## src/rtl/sr_latch_ctrl_pkg.sv

```systemverilog
// Shared types and constants for the gated SR latch sequencer.
package sr_latch_ctrl_pkg;

  localparam int unsigned CNT_W = 4;

  typedef enum logic [2:0] {
    StIdle,
    StSetup,
    StPulse,
    StHold,
    StSettle,
    StCheck
  } state_e;

  localparam logic [1:0] OP_CLR = 2'b00;
  localparam logic [1:0] OP_SET = 2'b01;
  localparam logic [1:0] OP_TGL = 2'b10;
  localparam logic [1:0] OP_ILL = 2'b11;

  // Target latch value for a legal opcode; toggle inverts the current feedback.
  function automatic logic op_target(logic [1:0] op, logic q);
    logic t;
    t = 1'b0;
    case (op)
      OP_SET:  t = 1'b1;
      OP_TGL:  t = ~q;
      default: t = 1'b0;
    endcase
    return t;
  endfunction

endpackage

```

## src/rtl/sr_latch_ctrl_cnt.sv

```systemverilog
// Loadable 4-bit down-counter with zero flag; times both PULSE and SETTLE phases.
module sr_latch_ctrl_cnt
  import sr_latch_ctrl_pkg::*;
(
  input  logic             clk_i,
  input  logic             rst_i,
  input  logic             load_i,
  input  logic [CNT_W-1:0] load_val_i,
  input  logic             dec_i,
  output logic [CNT_W-1:0] cnt_o,
  output logic             zero_o
);

  logic [CNT_W-1:0] cnt_q, cnt_d;

  always_comb begin
    cnt_d = cnt_q;
    if (load_i) begin
      cnt_d = load_val_i;
    end else if (dec_i && (cnt_q != '0)) begin
      cnt_d = cnt_q - 1'b1;
    end
  end

  always_ff @(posedge clk_i) begin
    if (rst_i) begin
      cnt_q <= '0;
    end else begin
      cnt_q <= cnt_d;
    end
  end

  assign cnt_o  = cnt_q;
  assign zero_o = (cnt_q == '0);

endmodule

```

## src/rtl/sr_latch_ctrl.sv

```systemverilog
// Sequencer for a gated SR latch: set/clear/toggle requests become ordered S/R/En pulses.
// Define SR_LATCH_CTRL_FB_CHECK_EN to compare Q/Qn feedback against the target in CHECK.
module sr_latch_ctrl
  import sr_latch_ctrl_pkg::*;
#(
  parameter int unsigned PULSE_CYC  = 2,
  parameter int unsigned SETTLE_CYC = 1
) (
  input  logic       i_Clk,
  input  logic       i_Rst,
  input  logic       i_Req,
  input  logic [1:0] i_Op,
  input  logic       i_Q,
  input  logic       i_Qn,
  output logic       o_En,
  output logic       o_S,
  output logic       o_R,
  output logic       o_Busy,
  output logic       o_Done,
  output logic       o_Err
);

  localparam logic [CNT_W-1:0] PulseLoad  = CNT_W'(PULSE_CYC - 1);
  localparam logic [CNT_W-1:0] SettleLoad = CNT_W'(SETTLE_CYC - 1);

  state_e state_q, state_d;
  logic   target_q, target_d;
  logic   en_q, en_d;
  logic   s_q, s_d;
  logic   r_q, r_d;
  logic   busy_q, busy_d;
  logic   done_q, done_d;
  logic   err_q, err_d;

  logic             cnt_load;
  logic [CNT_W-1:0] cnt_load_val;
  logic             cnt_dec;
  logic [CNT_W-1:0] cnt_val;
  logic             cnt_zero;
  logic             fb_err;
  logic             drive_phase;

`ifdef SR_LATCH_CTRL_FB_CHECK_EN
  assign fb_err = (i_Q != target_q) | (i_Qn != ~target_q);
`else
  logic unused_fb;
  assign unused_fb = i_Qn;
  assign fb_err    = 1'b0;
`endif

  sr_latch_ctrl_cnt u_cnt (
    .clk_i      (i_Clk),
    .rst_i      (i_Rst),
    .load_i     (cnt_load),
    .load_val_i (cnt_load_val),
    .dec_i      (cnt_dec),
    .cnt_o      (cnt_val),
    .zero_o     (cnt_zero)
  );

  logic unused_cnt;
  assign unused_cnt = ^cnt_val;

  always_comb begin
    state_d      = state_q;
    target_d     = target_q;
    cnt_load     = 1'b0;
    cnt_load_val = '0;
    cnt_dec      = 1'b0;
    err_d        = 1'b0;

    unique case (state_q)
      StIdle: begin
        if (i_Req) begin
          if (i_Op == OP_ILL) begin
            state_d = StCheck;
            err_d   = 1'b1;
          end else begin
            target_d = op_target(i_Op, i_Q);
            state_d  = StSetup;
          end
        end
      end
      StSetup: begin
        state_d      = StPulse;
        cnt_load     = 1'b1;
        cnt_load_val = PulseLoad;
      end
      StPulse: begin
        if (cnt_zero) begin
          state_d = StHold;
        end else begin
          cnt_dec = 1'b1;
        end
      end
      StHold: begin
        state_d      = StSettle;
        cnt_load     = 1'b1;
        cnt_load_val = SettleLoad;
      end
      StSettle: begin
        // Feedback is sampled at the edge that ends the last SETTLE cycle.
        if (cnt_zero) begin
          state_d = StCheck;
          err_d   = fb_err;
        end else begin
          cnt_dec = 1'b1;
        end
      end
      StCheck: begin
        state_d = StIdle;
      end
      default: begin
        state_d = StIdle;
      end
    endcase

    // Outputs are registered from the next state so they line up with the state register.
    drive_phase = (state_d == StSetup) || (state_d == StPulse) || (state_d == StHold);
    en_d        = (state_d == StPulse);
    s_d         = drive_phase & target_d;
    r_d         = drive_phase & ~target_d;
    busy_d      = (state_d != StIdle);
    done_d      = (state_d == StCheck);
  end

  always_ff @(posedge i_Clk) begin
    if (i_Rst) begin
      state_q  <= StIdle;
      target_q <= 1'b0;
      en_q     <= 1'b0;
      s_q      <= 1'b0;
      r_q      <= 1'b0;
      busy_q   <= 1'b0;
      done_q   <= 1'b0;
      err_q    <= 1'b0;
    end else begin
      state_q  <= state_d;
      target_q <= target_d;
      en_q     <= en_d;
      s_q      <= s_d;
      r_q      <= r_d;
      busy_q   <= busy_d;
      done_q   <= done_d;
      err_q    <= err_d;
    end
  end

  assign o_En   = en_q;
  assign o_S    = s_q;
  assign o_R    = r_q;
  assign o_Busy = busy_q;
  assign o_Done = done_q;
  assign o_Err  = err_q;

endmodule

```

## config.mk

```make
export PLATFORM = sky130hd
export DESIGN_NAME = sr_latch_ctrl
export DESIGN_NICKNAME = d
export VERILOG_FILES = /design/src/rtl/sr_latch_ctrl_pkg.sv /design/src/rtl/sr_latch_ctrl_cnt.sv /design/src/rtl/sr_latch_ctrl.sv
export SDC_FILE = /design/constraint.sdc
export NUM_CORES = 1
export LEC_CHECK = 0
export CAP_MARGIN = 25
export CORE_ASPECT_RATIO = 0.7
export CORE_UTILIZATION = 36
export DETAILED_ROUTE_END_ITERATION = 10
export PLACE_DENSITY_LB_ADDON = 0.25
export SLEW_MARGIN = 10
export SYNTH_ARGS = -nofsm -noshare
export SYNTH_HDL_FRONTEND = slang
export SYNTH_SLANG_ARGS = --single-unit
```

## constraint.sdc

```tcl
create_clock -name i_Clk -period 1.55 [get_ports i_Clk]
set_clock_uncertainty 0.1 [all_clocks]
set_input_delay 0.31 -clock i_Clk [delete_from_list [all_inputs] [get_ports i_Clk]]
set_output_delay 0.31 -clock i_Clk [all_outputs]
set_load 0.02 [all_outputs]
```

# Word level (Yosys, flattened, before mapping)
# Cells that the tools add are included.
totals:
  elab_cells: 54
  input_bits: 7
  reg_bits: 14
  out_inout_bits: 6
op_classes:
  n_addsub: 1
  muxes: 16
  eq_ne: 11
  n_bitwise: 6
  reduce_logical: 11
ops:
  columns: ["op", "n"]
  rows:
  - ["3-bit case mux with 5 select lines", 1]
  - ["3-bit by 2-bit == test with 1-bit output (second input constant)", 4]
  - ["3-bit 2-to-1 mux", 4]
  - ["1-bit 2-to-1 mux", 8]
  - ["4-bit 2-to-1 mux", 2]
  - ["3-bit by 1-bit == test with 1-bit output (second input constant)", 2]
  - ["3-bit == test (second input constant)", 2]
  - ["2-bit == test (second input constant)", 2]
  - ["4-bit zero test", 1]
  - ["1-bit inverter", 4]
  - ["4-bit nonzero test", 1]
  - ["2-bit OR reduction", 2]
  - ["4-bit by 1-bit subtractor with 4-bit output (second input constant)", 1]
  - ["3-bit zero test", 1]
  - ["3-bit nonzero test", 1]
  - ["3-bit OR reduction", 1]
  - ["1-bit AND", 2]
  - ["2-bit by 1-bit == test with 1-bit output (second input constant)", 1]
  - ["1-bit logical OR", 2]
  - ["1-bit case mux with 2 select lines", 1]
  - ["2-bit nonzero test", 1]
  - ["1-bit logical AND", 1]

# Depth between registers and ports, before layout
# Gate-level depths: netlist of the first run.
depth:
  ltp_word: 8
  mapped_depth: 6
  depth_no_buf: 6

# Cells and area by module
# A second synthesis of the first run with hierarchy kept.
unflattened:
  hier_cells: 86
  hier_area_um2: 808.3
modules_own_cells:
  columns: ["mod", "cells_per_inst", "seq_area_each_um2", "instances", "area_each_um2"]
  rows:
  - ["sr_latch_ctrl", 57, 200.2, 1, 545.5]
  - ["sr_latch_ctrl_cnt", 29, 80.1, 1, 262.8]

# Least setup slack after synthesis of the first run
# No wires, ideal clock.
synth_path:
  path_kind: "register to register"
  from: "reg u_cnt.cnt_q[0], in the netlist u_cnt.cnt_o[0]"
  to: "reg state_q[0]"
  t_arrival_ns: 1.294
  synth_period_minus_slack_ns: 1.498
  slack_ns: 0.052
  required_time_ns: 1.347
  path_stages_with_launch: 6
  setup_ns: 0.103
  n_path_buf: 0
  cell_sequence: "dfxtp_1 > inv_1 > ha_1 > nor3b_4 > a21oi_1 > a2111oi_2"
synth_between:
  elab_chain_len: 3
  elab_cells_between_ends: 4
  cone_classes: "3 x mux; 1 x reduce/logical"
synth_lines:
  columns: ["item", "line", "rtl"]
  rows:
  - ["start, declared", "sr_latch_ctrl_cnt.sv:14", "logic [CNT_W-1:0] cnt_q, cnt_d;"]
  - ["start signal, assigned", "sr_latch_ctrl_cnt.sv:29", "cnt_q <= cnt_d;"]
  - ["4-bit zero test *", "sr_latch_ctrl_cnt.sv:34", "assign zero_o = (cnt_q == '0);"]
  - ["3-bit 2-to-1 mux, on equally long branches", "sr_latch_ctrl.sv:103, sr_latch_ctrl.sv:90", null]
  - ["3-bit case mux with 5 select lines *", "sr_latch_ctrl.sv:72", "unique case (state_q)"]
  - ["end signal, assigned", "sr_latch_ctrl.sv:129", "state_q <= StIdle;"]
  - ["end signal, assigned", "sr_latch_ctrl.sv:138", "state_q <= state_d;"]
  - ["end, declared", "sr_latch_ctrl.sv:26", "state_e state_q, state_d;"]
# Mark *: on every way between the ends. The rest lies on a longest branch, timed or not.
# A chain may end at the register's enable or synchronous reset.

# Worst setup path after layout of the first run
layout_path:
  from: "reg u_cnt.cnt_q[0], in the netlist u_cnt.cnt_o[0]"
  to: "reg u_cnt.cnt_q[3], in the netlist u_cnt.cnt_o[3]"
layout_between:
  elab_chain_len: 5
  elab_cells_between_ends: 9
  cone_classes: "1 x add/sub; 4 x mux; 4 x reduce/logical"
layout_lines:
  columns: ["item"]
  rows:
  - ["parallel branches: the longest is 5 deep, another holds 4-bit by 1-bit subtractor with 4-bit output"]
# Several ways; the timed one is not identified. The select of a mux whose other input is x is not followed.

==> flow_summary_export.csv, run 1 <==
group,metric,value,unit
pwr,vdd_drop_max,770,uV
clocking,clk_pin_slew,0.08,ns
setup_path,critPathBufInv,2,
clocking,cts_buffer_depth,2,
finish,n_antenna_cell,0,
setup_path,crit_fanout,6,
setup_path,arrival,1.63,ns
clocking,root_buffer,"clkbuf_4",
sta,fin_crit,1.54,ns
floorplan,die_w,55.7,um
synthesis,synth-seq-cells,14,
route,antenna_left,0,
pwr,p_leak,0.456,nW
finish,final_common_cell,"buf_4",
setup_path,slowest_delay,0.36,ns
floorplan,start_util,38.9,%
route,detail_route.wl_per_cell,12.0,um
setup_path,end_kind,"flop",
finish,drive_gt1_share,31.3,%
job,max_cap_viol_count,0,
global_route,grt_util_all_layers,15.3,%
global_route,grt_use_met3,6.93,%
synthesis,yosysSeqAreaShare,38.6,%
clocking,insertion_delay,0.29,ns
synthesis,ys_warn_count,0,
place,portBuffers,11,
setup_path,cp-start-kind,"flop",
synthesis,avgSynthCellArea,8.65,sq um
finish,fin_area,0.00107,sq mm
finish,instances_no_fill,134,
finish,final_nets,125,
sta,drv_slew,0,
worst_hold_path,min_path_type,"reg2reg",
worst_hold_path,worstHoldStart,"target_q$_SDFF_PP0_",
floorplan,core,0.00187,sq mm
sta,relSlewSlack,74.7,%
synthesis,synth_nets,96,
place,place_congestion,0.788,
sta,max_freq,648,MHz
global_route,top_usage_layer,"met2",
clocking,h-tree-depth,1,
sta,setup_viol,0,
setup_path,crit_type,"reg2reg",
route,wl,1610,um
pwr,power_density,1400,mW/mm^2
finish,syn2layout_area_growth,46.8,%
finish,final_util,57.1,%
route,vias_per_cell,5.24,
finish,layout_common_cells,"buf_4 (18), dfxtp_1 (12), nor2_1 (9)",
synthesis,syn_area,727,sq um
floorplan,io_pins,13,
global_route,grt_pass1_wl,2380,um
synthesis,syn-instance-count,84,
clocking,cts_tree,"done",
route,drc_errors,0,
sta,finalHoldViolCount,0,
sta,post-route-period-util,99.6,%
setup_path,cp.required,1.64,ns
sta,rsz0062_at_grt,"true",
floorplan,row_count,13,
clocking,clock_sinks,14,
setup_path,startpoint,"u_cnt.cnt_o[0]$_SDFFE_PP0P_",
setup_path,worstPathCellList,"inv_2, ha_1, nor3b_4, buf_4, nor4_2, xnor2_1, nor2_1",
outcome,status,"finished, final reports clean",
setup_path,cp_top_family,"simple AND/OR/NAND/NOR gates",
global_route,grt_pass1_vias,539,
floorplan,die_area,0.00221,sq mm
sta,tns,0,ns
sta,worstMarginPinSlew,0.378,ns
setup_path,cp_slowest_cell,"dfxtp_2",
sta,whs,0.427,ns
clocking,cts_buffers,3,
global_route,antenna_found_initial,0,
finish,fill_cells,164,
global_route,grt-ovfl-total,0,
place,place_inst,128,
floorplan,die_h,39.6,um
global_route,met2_usage,23.8,%
route,firstDrtPassIters,4,
global_route,grt_max_degree,15,
route,vias,702,
global_route,grt_use_met1,18.2,%
place,placed_area,962,sq um
setup_path,r2r-start,"u_cnt.cnt_o[0]$_SDFFE_PP0P_",
route,first_iter_violations,21,
synthesis,ys_types,27,
place,post-dp-hpwl,1110,um
worst min-delay path: stages, from the launching register on:
cell and delay [ns]:
dfxtp_1 0.34, mux2i_2 0.08, nor2_1 0.08
power breakdown:
part	internal (W)	leakage, nW	total, W	switching [W]
clock	0.000143	0.0210	0.000268	0.000124
sequential	0.000427	0.115	0.000490	0.0000628
combinational	0.000373	0.320	0.000740	0.000367
synth_stat cells:
library cell   n  area share, %
a211oi_1       2            2.1
or4_1          1            1.0
nand3_1        1           0.69
and3_1         1           0.86
nor3b_4        1            2.6
ha_1           5            8.6
or3_1          1           0.86
dfxtp_1       14             39
mux2i_1        1            1.4
nor4_1         4            3.4
a2111oi_2      1            2.1
nand2b_1       2            1.7
nor3_1         5            3.4
o21ai_0        1           0.69
a211o_1        1            1.2
a22oi_1        1            1.0
clkbuf_1       2            1.0
nand2_1        5            2.6
a21o_1         1            1.0
nor2_1         9            4.6
a31oi_1        1           0.86
buf_2          3            2.1
inv_1          8            4.1
nor4b_2        1            2.1
nor4_2         1            1.7
a21oi_1        7            4.8
xnor2_1        4            4.8
through the flow:
step,setup slack (ns),power [W]
2_1_floorplan,0.0524,0.000877
3_3_place_gp,-0.404,0.00111
3_5_place_dp,-0.474,0.00112
4_1_cts,-0.0243,0.00143
5_1_grt,-0.0946,0.00159
6_report,0.00678,0.00150
repair_timing:
| item | in CTS | in global routing |
|---|---|---|
| gates cloned | 0 | 0 |
| hold buffers | 0 | 0 |
| endpoints found under the hold margin | 0 | 0 |
| endpoints found under the setup margin | 12 | 8 |
| setup buffers | 1 | 1 |
| pin swaps | 2 | 3 |
| resized for setup | 14 | 6 |
per-layer routing:
| layer | up-vias | share of wire (%) |
|---|---|---|
| li1 | 346 | - |
| met1 | 326 | 48 |
| met2 | 26 | 44 |
| met3 | 4 | 5.8 |
| met4 | 0 | 1.7 |
| met5 | - | 0 |
kinds of logic (layout without fill, tap and decap cells):
logic type	after synthesis	in the layout	share of synthesized area [%]
AOI/OAI and AO/OA	15	15	13.8
xor gates and xnor gates	4	4	4.82
and+or+nand+nor	32	32	25.6
adders and majority gates	5	5	8.61
DFF	14	14	38.6
buffers and inverters	13	41	7.23
muxes	1	1	1.38
state kept, by name, summed over array words and instances, names as in the netlist:
register     flops
state_q          3
o_En             1
o_R              1
o_S              1
u_cnt.cnt_o      4
o_Done           1
o_Err            1
o_Busy           1
target_q         1
path summary, 6_finish.rpt:
path / slack [ns] / end / depth (start not counted)
hold reg to reg: 0.43 / target_q$_SDFF_PP0_ / 2
hold / removal: 0.43 / target_q$_SDFF_PP0_ / 2
setup reg to reg: 0.007 / u_cnt.cnt_o[3]$_SDFFE_PP0P_ / 7
setup / recovery: 0.007 / u_cnt.cnt_o[3]$_SDFFE_PP0P_ / 7
area by class of cell:
class	instances	area, sq um	share of cell area (%)
inverter	8	30.0	2.81
multi-input combinational	57	455	42.7
timing repair buffer	29	235	22.0
tap	22	27.5	2.58
clock buffer	4	36.3	3.40
sequential	14	283	26.5
(Power assumes the default switching activity.)
==> run 2, diff against run 1 <==
--- a/config.mk
+++ b/config.mk
@@ -6,7 +6,7 @@
 export NUM_CORES = 1
 export LEC_CHECK = 0
 export CAP_MARGIN = 25
-export CORE_ASPECT_RATIO = 0.7
+export CORE_ASPECT_RATIO = 1.1
 export CORE_UTILIZATION = 36
 export DETAILED_ROUTE_END_ITERATION = 10
 export PLACE_DENSITY_LB_ADDON = 0.25
==> run 2 against run 1 <==
Clock power shrank 25%. Global-route usage grew 0.89 points. Worst setup slack gained 0.0069 ns. Largest power group unchanged. First-iteration DRC count shrank 67%. Die area shrank 0.12%.
==> flow_summary_export.csv, run 2 (synthesized netlist as in run 1, its figures left out) <==
group,metric,value,unit
setup_path,cp.required,1.62,ns
pwr,p_leak,0.440,nW
pwr,power_density,1370,mW/mm^2
clocking,cts_buffers,3,
floorplan,row_count,16,
place,place_congestion,0.739,
setup_path,cp-start-kind,"flop",
finish,final_common_cell,"buf_4",
floorplan,io_pins,13,
clocking,insertion_delay,0.27,ns
sta,post-route-period-util,99.1,%
clocking,clock_sinks,14,
outcome,status,"finished, final reports clean",
sta,whs,0.448,ns
setup_path,crit_type,"reg2reg",
worst_hold_path,min_path_type,"reg2reg",
route,antenna_left,0,
global_route,grt_pass1_vias,638,
pwr,vdd_drop_max,762,uV
setup_path,crit_fanout,7,
sta,tns,0,ns
pwr,total_power,0.00148,W
sta,max_freq,651,MHz
setup_path,arrival,1.61,ns
floorplan,die_h,49.1,um
finish,final_nets,123,
route,firstDrtPassIters,4,
sta,finalHoldViolCount,0,
finish,instances_no_fill,136,
sta,fin_crit,1.54,ns
sta,drv_slew,0,
finish,multiInputGateArea,483,sq um
floorplan,start_util,39.5,%
clocking,root_buffer,"clkbuf_4",
global_route,grt_max_degree,15,
finish,seq_area,284,sq um
sta,rsz0062_at_grt,"true",
route,vias,668,
route,drc_errors,0,
clocking,cts_buffer_depth,2,
finish,drive_gt1_share,34.9,%
finish,fill_cells,163,
global_route,grt_util_all_layers,16.2,%
sta,relSlewSlack,74.4,%
job,max_cap_viol_count,0,
place,place_inst,130,
finish,syn2layout_area_growth,48.7,%
place,post-dp-hpwl,1080,um
place,portBuffers,11,
floorplan,core,0.00184,sq mm
sta,setup_viol,0,
clocking,clk_pin_slew,0.08,ns
route,vias_per_cell,4.91,
clocking,cts_tree,"done",
clocking,h-tree-depth,1,
global_route,grt-ovfl-total,0,
global_route,grt_pass1_wl,2670,um
route,detail_route.wl_per_cell,11.9,um
setup_path,end_kind,"flop",
route,wl,1610,um
route,first_iter_violations,7,
finish,largest_reg_flops,4,
sta,worstMarginPinSlew,0.382,ns
global_route,antenna_found_initial,0,
finish,n_antenna_cell,0,
finish,layout_common_cells,"buf_4 (14), dfxtp_1 (11), nor2_1 (9)",
floorplan,die_area,0.00220,sq mm
floorplan,die_w,44.8,um
run 2: report_power, final:
group	switching (W)	internal, W
Combinational	0.000399	0.000391
Clock	0.000111	0.0000899
Sequential	0.0000597	0.000428
run 2: metal layers:
layer	up-vias	global-route usage, %	wire, um
li1	342	-	-
met1	311	19.5	743
met2	13	26.7	813
met3	2	1.11	38
met4	0	10.6	19
met5	-	0	0
run 2: final cells by class:
| class | count | share of cell area [%] |
|---|---|---|
| inverter | 8 | 2.78 |
| multi-input combinational | 57 | 44.7 |
| clock buffer | 3 | 2.08 |
| tap | 27 | 3.12 |
| timing repair buffer | 27 | 21.1 |
| sequential | 14 | 26.3 |
run 2: worst paths after layout:
path	startpoint	endpoint	slack, ns	cells past startpoint
setup reg to reg	u_cnt.cnt_o[1]$_SDFFE_PP0P_	o_En$_SDFF_PP0_	0.01	8
hold / removal	state_q[2]$_SDFF_PP0_	state_q[1]$_SDFF_PP0_	0.45	1
setup / recovery	u_cnt.cnt_o[1]$_SDFFE_PP0P_	o_En$_SDFF_PP0_	0.01	8
hold reg to reg	state_q[2]$_SDFF_PP0_	state_q[1]$_SDFF_PP0_	0.45	1
run 2: critical path, stage by stage, from the launching register on:
cell     delay [ns]
dfxtp_2        0.33
inv_2          0.07
ha_4           0.12
nor3b_4        0.36
buf_6          0.16
buf_6          0.09
nor3_2         0.03
a21oi_1        0.12
nor3_1         0.06
run 2: what timing repair did:
item	CTS	global route
pin swaps	3	7
setup endpoints to repair	9	8
hold buffers	0	0
gates cloned	0	0
resized for setup	12	17
setup buffers	0	3
run 2: stage by stage:
stage	cell area, sq um	utilization, %	worst slack, ns
detailed placement	946	51.4	-0.417
global placement	946	51.4	-0.403
global route	1080	58.7	-0.0784
finish	1080	58.7	0.0137
floorplan	727	-	0.0524
CTS	983	53.4	0.00372
